### config.mk
export PLATFORM = sky130hd
export DESIGN_NAME = seq_signed_mult_4bit
export DESIGN_NICKNAME = d
export VERILOG_FILES = /design/src/rtl/seq_signed_mult_4bit.sv
export SDC_FILE = /design/constraint.sdc
export NUM_CORES = 1
export LEC_CHECK = 0
export CAP_MARGIN = 10
export CORE_ASPECT_RATIO = 0.7
export CORE_MARGIN = 2
export CORE_UTILIZATION = 53
export DETAILED_ROUTE_END_ITERATION = 16
export PLACE_DENSITY = 0.86
export SETUP_SLACK_MARGIN = 0.1
export SLEW_MARGIN = 15
export SYNTH_ARGS = -nofsm -noshare
export SYNTH_HDL_FRONTEND = slang
export SYNTH_SLANG_ARGS = --single-unit
### constraint.sdc
create_clock -name clk -period 2.6 [get_ports clk]
set_input_delay 0.26 -clock clk [delete_from_list [all_inputs] [get_ports clk]]
set_output_delay 0.26 -clock clk [all_outputs]
set_load 0.05 [all_outputs]
### src/rtl/seq_signed_mult_4bit.sv
// Sequential signed multiplier: sign/magnitude split, shift-add over WIDTH cycles, valid/ready on both sides.
// Optional MAC accumulator is compiled in when MULT_ACC_EN is defined.
module seq_signed_mult_4bit #(
   parameter int unsigned WIDTH = 4,
   parameter int unsigned ACC_W = 12
) (
   input  logic                 clk,
   input  logic                 rst,
   input  logic                 in_valid,
   output logic                 in_ready,
   input  logic [WIDTH-1:0]     a,
   input  logic [WIDTH-1:0]     b,
   output logic                 out_valid,
   input  logic                 out_ready,
   output logic [2*WIDTH-1:0]   p,
   input  logic                 acc_clr,
   output logic [ACC_W-1:0]     acc_out
);

   localparam int unsigned CNT_W = $clog2(WIDTH + 1);

   localparam logic [1:0] S_IDLE = 2'd0;
   localparam logic [1:0] S_BUSY = 2'd1;
   localparam logic [1:0] S_DONE = 2'd2;

   logic [1:0]           state_q, state_d;
   logic [CNT_W-1:0]     cnt_q, cnt_d;
   logic [WIDTH-1:0]     mag_a_q, mag_a_d;
   logic [WIDTH-1:0]     mag_b_q, mag_b_d;
   logic                 sgn_q, sgn_d;
   logic [2*WIDTH-1:0]   part_q, part_d;
   logic [2*WIDTH-1:0]   p_q, p_d;
   logic [2*WIDTH-1:0]   addend;

   assign in_ready  = (state_q == S_IDLE);
   assign out_valid = (state_q == S_DONE);
   assign p         = p_q;

   assign addend = {{WIDTH{1'b0}}, mag_a_q} << cnt_q;

   always_comb begin
      state_d = state_q;
      cnt_d   = cnt_q;
      mag_a_d = mag_a_q;
      mag_b_d = mag_b_q;
      sgn_d   = sgn_q;
      part_d  = part_q;
      p_d     = p_q;
      case (state_q)
         S_IDLE: begin
            if (in_valid) begin
               // Negating the most negative value wraps to itself, which reads as +2^(WIDTH-1) unsigned.
               mag_a_d = a[WIDTH-1] ? (~a + 1'b1) : a;
               mag_b_d = b[WIDTH-1] ? (~b + 1'b1) : b;
               sgn_d   = a[WIDTH-1] ^ b[WIDTH-1];
               part_d  = '0;
               cnt_d   = '0;
               state_d = S_BUSY;
            end
         end
         S_BUSY: begin
            if (cnt_q == CNT_W'(WIDTH)) begin
               p_d     = sgn_q ? (~part_q + 1'b1) : part_q;
               state_d = S_DONE;
            end else begin
               if (mag_b_q[0]) begin
                  part_d = part_q + addend;
               end
               mag_b_d = mag_b_q >> 1;
               cnt_d   = cnt_q + 1'b1;
            end
         end
         S_DONE: begin
            if (out_ready) begin
               state_d = S_IDLE;
            end
         end
         default: state_d = S_IDLE;
      endcase
   end

   always_ff @(posedge clk or posedge rst) begin
      if (rst) begin
         state_q <= S_IDLE;
         cnt_q   <= '0;
         mag_a_q <= '0;
         mag_b_q <= '0;
         sgn_q   <= 1'b0;
         part_q  <= '0;
         p_q     <= '0;
      end else begin
         state_q <= state_d;
         cnt_q   <= cnt_d;
         mag_a_q <= mag_a_d;
         mag_b_q <= mag_b_d;
         sgn_q   <= sgn_d;
         part_q  <= part_d;
         p_q     <= p_d;
      end
   end

`ifdef MULT_ACC_EN
   logic [ACC_W-1:0] acc_q, acc_d;

   // Clear wins over a coincident handshake; that product is dropped from the sum.
   always_comb begin
      acc_d = acc_q;
      if (acc_clr) begin
         acc_d = '0;
      end else if (out_valid && out_ready) begin
         acc_d = acc_q + {{(ACC_W-2*WIDTH){p_q[2*WIDTH-1]}}, p_q};
      end
   end

   always_ff @(posedge clk or posedge rst) begin
      if (rst) begin
         acc_q <= '0;
      end else begin
         acc_q <= acc_d;
      end
   end

   assign acc_out = acc_q;
`else
   logic unused_acc_clr;
   assign unused_acc_clr = acc_clr;
   assign acc_out        = '0;
`endif

endmodule
==> metrics.md <==
| Metric | Value |
|---|---|
| Routed Antenna Nets | 0 |
| Most frequent cell after synthesis | nand2_1 |
| Top cell type's share of synthesized area | 0.366 |
| Number of global-route vias before repair | between 1,000 and 1,500 |
| Final Critical Period | 2.35 ns |
| Post-layout util | 0.640 |
| Fmax | 425 MHz |
| Share of post-route cells with drive strength above 1 | 0.0763 |
| Clk sink count | 30 |
| Area delta synth->final | 13.0% |
| Pleak | 1.08 nW |
| VDD IR max | 488 uV |
| Core area | 3630 um^2 |
| Hold Path Class | in -> async |
| Post-detail-place hpwl | 2.72 mm |
| Fin nets | 276 |
| Die W | just under 80 um |
| Ys async rst share | 1.00 |
| Critical Path RT | ~2.8 ns |
| DRC | 0 |
| Mapped Area | 2050 um^2 |
| Total grt overflow | 0 |
| Flop-to-flop setup slack | 0.25 ns |
| CTS tree | done |
| Final period util | 0.904 |
| PD cells | 1200 nW/um^2 |
| Worst-Skew Late Latency | 0.28 ns |
| Htree depth | 2 |
| Total wire length | between 3 and 4 mm |
| Boundary pin count | 35 |
| CP endpoint kind | register |
| Die area | 4390 um^2 |
| FILL cells | 321 |
| Setup Viol. Count Final | 0 |
| Relative slew slack | 0.666 |
| Yosys warnings | 0 |
| Routability cong. | 0.894 |
| Worst Setup Path Type | reg -> reg |
| Initial antenna violation count | 0 |
| CTS clk-pin slew, worst paths | 0.06 ns |
| Critical path arrival | 2.56 ns |
| Clock buffer count from CTS | 5 |
| First-pass GRT wire length | 6.26 mm |
| Area contributors post-synth | dfrtp_1 (37%), ha_1 (7.3%), o21ai_0 (6.3%) |
| Root buffer cell | clkbuf_8 |
| Largest area contributor in the netlist | dfrtp_1 |
| Post-route setup slack | approximately 0.25 ns |
| Starting Density | 0.566 |
| Setup TNS | 0 ns |
| Crit Reg-Reg Endpoint | part_q[7] |
| Dpl ws | 0.140 ns |
| Final clock skew | 0.00268 ns |
| Startpoint types | register |
| N_diodes | 0 |
| Worst R2R Path Depth | 9 |
| Synth unique cells | 39 |
| Site Rows | 18 |
| Hold Vio Cnt, Final | 0 |
| Status | finished clean |
| Via-to-Cell Ratio | 5.17 |
| Post-synthesis sequential area ratio | 0.366 |
| Worst Tran Pin Value | 0.500 ns |
| Flops & latches, synth | 30 |
| Min Hold Slack | 0.346 ns |
| Max-cap violations | 0 |
| Top cells by count, synth | nand2_1 (33), dfrtp_1 (30), o21ai_0 (26) |
| Max Slew Vio Count | 0 |
| Cells after Synth | 230 |
| Vias | 1,546 |
| Reg2reg start | cnt_q[0] |
| Max Root-Sink Buffers | 2 |
| Gr usage total | 0.180 |
| Drt initial violations | 69 |
| PortBufs | 21 |
| Largest net degree at the start of global routing | 31 |
| RSZ-0062 raised after global routing | no |
| Synth Area per Inst | 8.92 um^2 |
| Ys flop type | dfrtp_1 |
| Number of synthesized flops with an enable pin | 0 |
| Die H | 56.1 um |
| Avg WL per Cell | about 12 um |
| DR pass1 iterations | 4 |
| CP Max Fanout | 7 |
sequential cells by signal, indices dropped and copies added (netlist names):
| name | cells |
|---|---|
| p | 8 |
| part_q | 8 |
| mag_a_q | 4 |
| mag_b_q | 4 |
| cnt_q | 3 |
| state_q | 2 |
| sgn_q | 1 |
power breakdown:
part | internal [W] | leakage, nW | switching [W] | total [W]
sequential | 0.000656 | 0.388 | 0.000223 | 0.000880
clock | 0.000204 | 0.0431 | 0.000162 | 0.000366
combinational | 0.000629 | 0.650 | 0.000905 | 0.00153
layout make-up:
cell class / instances / area, um^2 / area share
timing repair buffer: 25 / 240 / 0.104
tap: 50 / 62.6 / 0.0270
inverter: 13 / 48.8 / 0.0210
multi-input combinational: 175 / 1130 / 0.489
sequential: 30 / 752 / 0.324
clock buffer: 6 / 82.6 / 0.0356
repair_timing:
item | 4_1_cts | 5_1_grt
hold buffers | 0 | 0
endpoints found under the hold margin | 0 | 0
setup endpoints to repair | 0 | 2
setup buffers | 0 | 1
gates resized for setup | 0 | 4
stage by stage:
| stage | instance area, um^2 | instances | power (W) |
|---|---|---|---|
| finish | 2320 | 299 | 0.00278 |
| detailed placement | 2220 | 292 | 0.00239 |
| global placement | 2220 | 292 | 0.00234 |
| floorplan | 2090 | 241 | 0.00210 |
| global route | 2320 | 299 | 0.00301 |
| CTS | 2300 | 298 | 0.00276 |
cells in the final DEF (no fill, tap or decap), drive strengths merged, types with 6 or more instances in the layout:
cell / n
nand2: 33
dfrtp: 30
o21ai: 26
clkdlybuf4s50: 21
inv: 13
ha: 12
conb: 12
nor2: 10
mux2i: 10
nand3: 8
a21oi: 8
xnor2: 7
nor2b: 7
xor2: 6
clkbuf: 6
per-layer routing:
metal	vias to the layer above	GRT usage	part of all wire
met5	-	0	0
met1	699	0.242	0.50
li1	807	-	-
met4	0	0.0652	0.012
met2	34	0.277	0.44
met3	6	0.0519	0.053
critical path, stage by stage, from the launching register on:
cell and delay (ns):
dfrtp_2 0.43, mux2i_1 0.28, mux2i_1 0.14, nor2b_1 0.15, ha_1 0.33, o211ai_1 0.22, o211ai_1 0.13, a21oi_1 0.18
mux2i_1 0.23, mux2i_1 0.19
worst max-delay path by stage:
stage	cells past startpoint	slack, ns	startpoint	to
after detailed placement	8	0.14	cnt_q[0]	part_q[7]
after global routing	10	0.12	cnt_q[0]	part_q[7]
after CTS	8	0.13	cnt_q[0]	part_q[7]
after floorplan	9	0.28	cnt_q[0]	part_q[7]
final	9	0.25	cnt_q[0]	part_q[7]
after global placement	8	0.15	cnt_q[0]	part_q[7]
kinds of logic after synthesis:
logic type,synth area share
simple gates,0.168
compound gates,0.160
buf+inv,0.107
flops,0.366
fa+ha+maj,0.0829
xor+xnor,0.0555
mux,0.0598
other cells,0.00183
No activity file was read; power rests on OpenSTA's default activity.
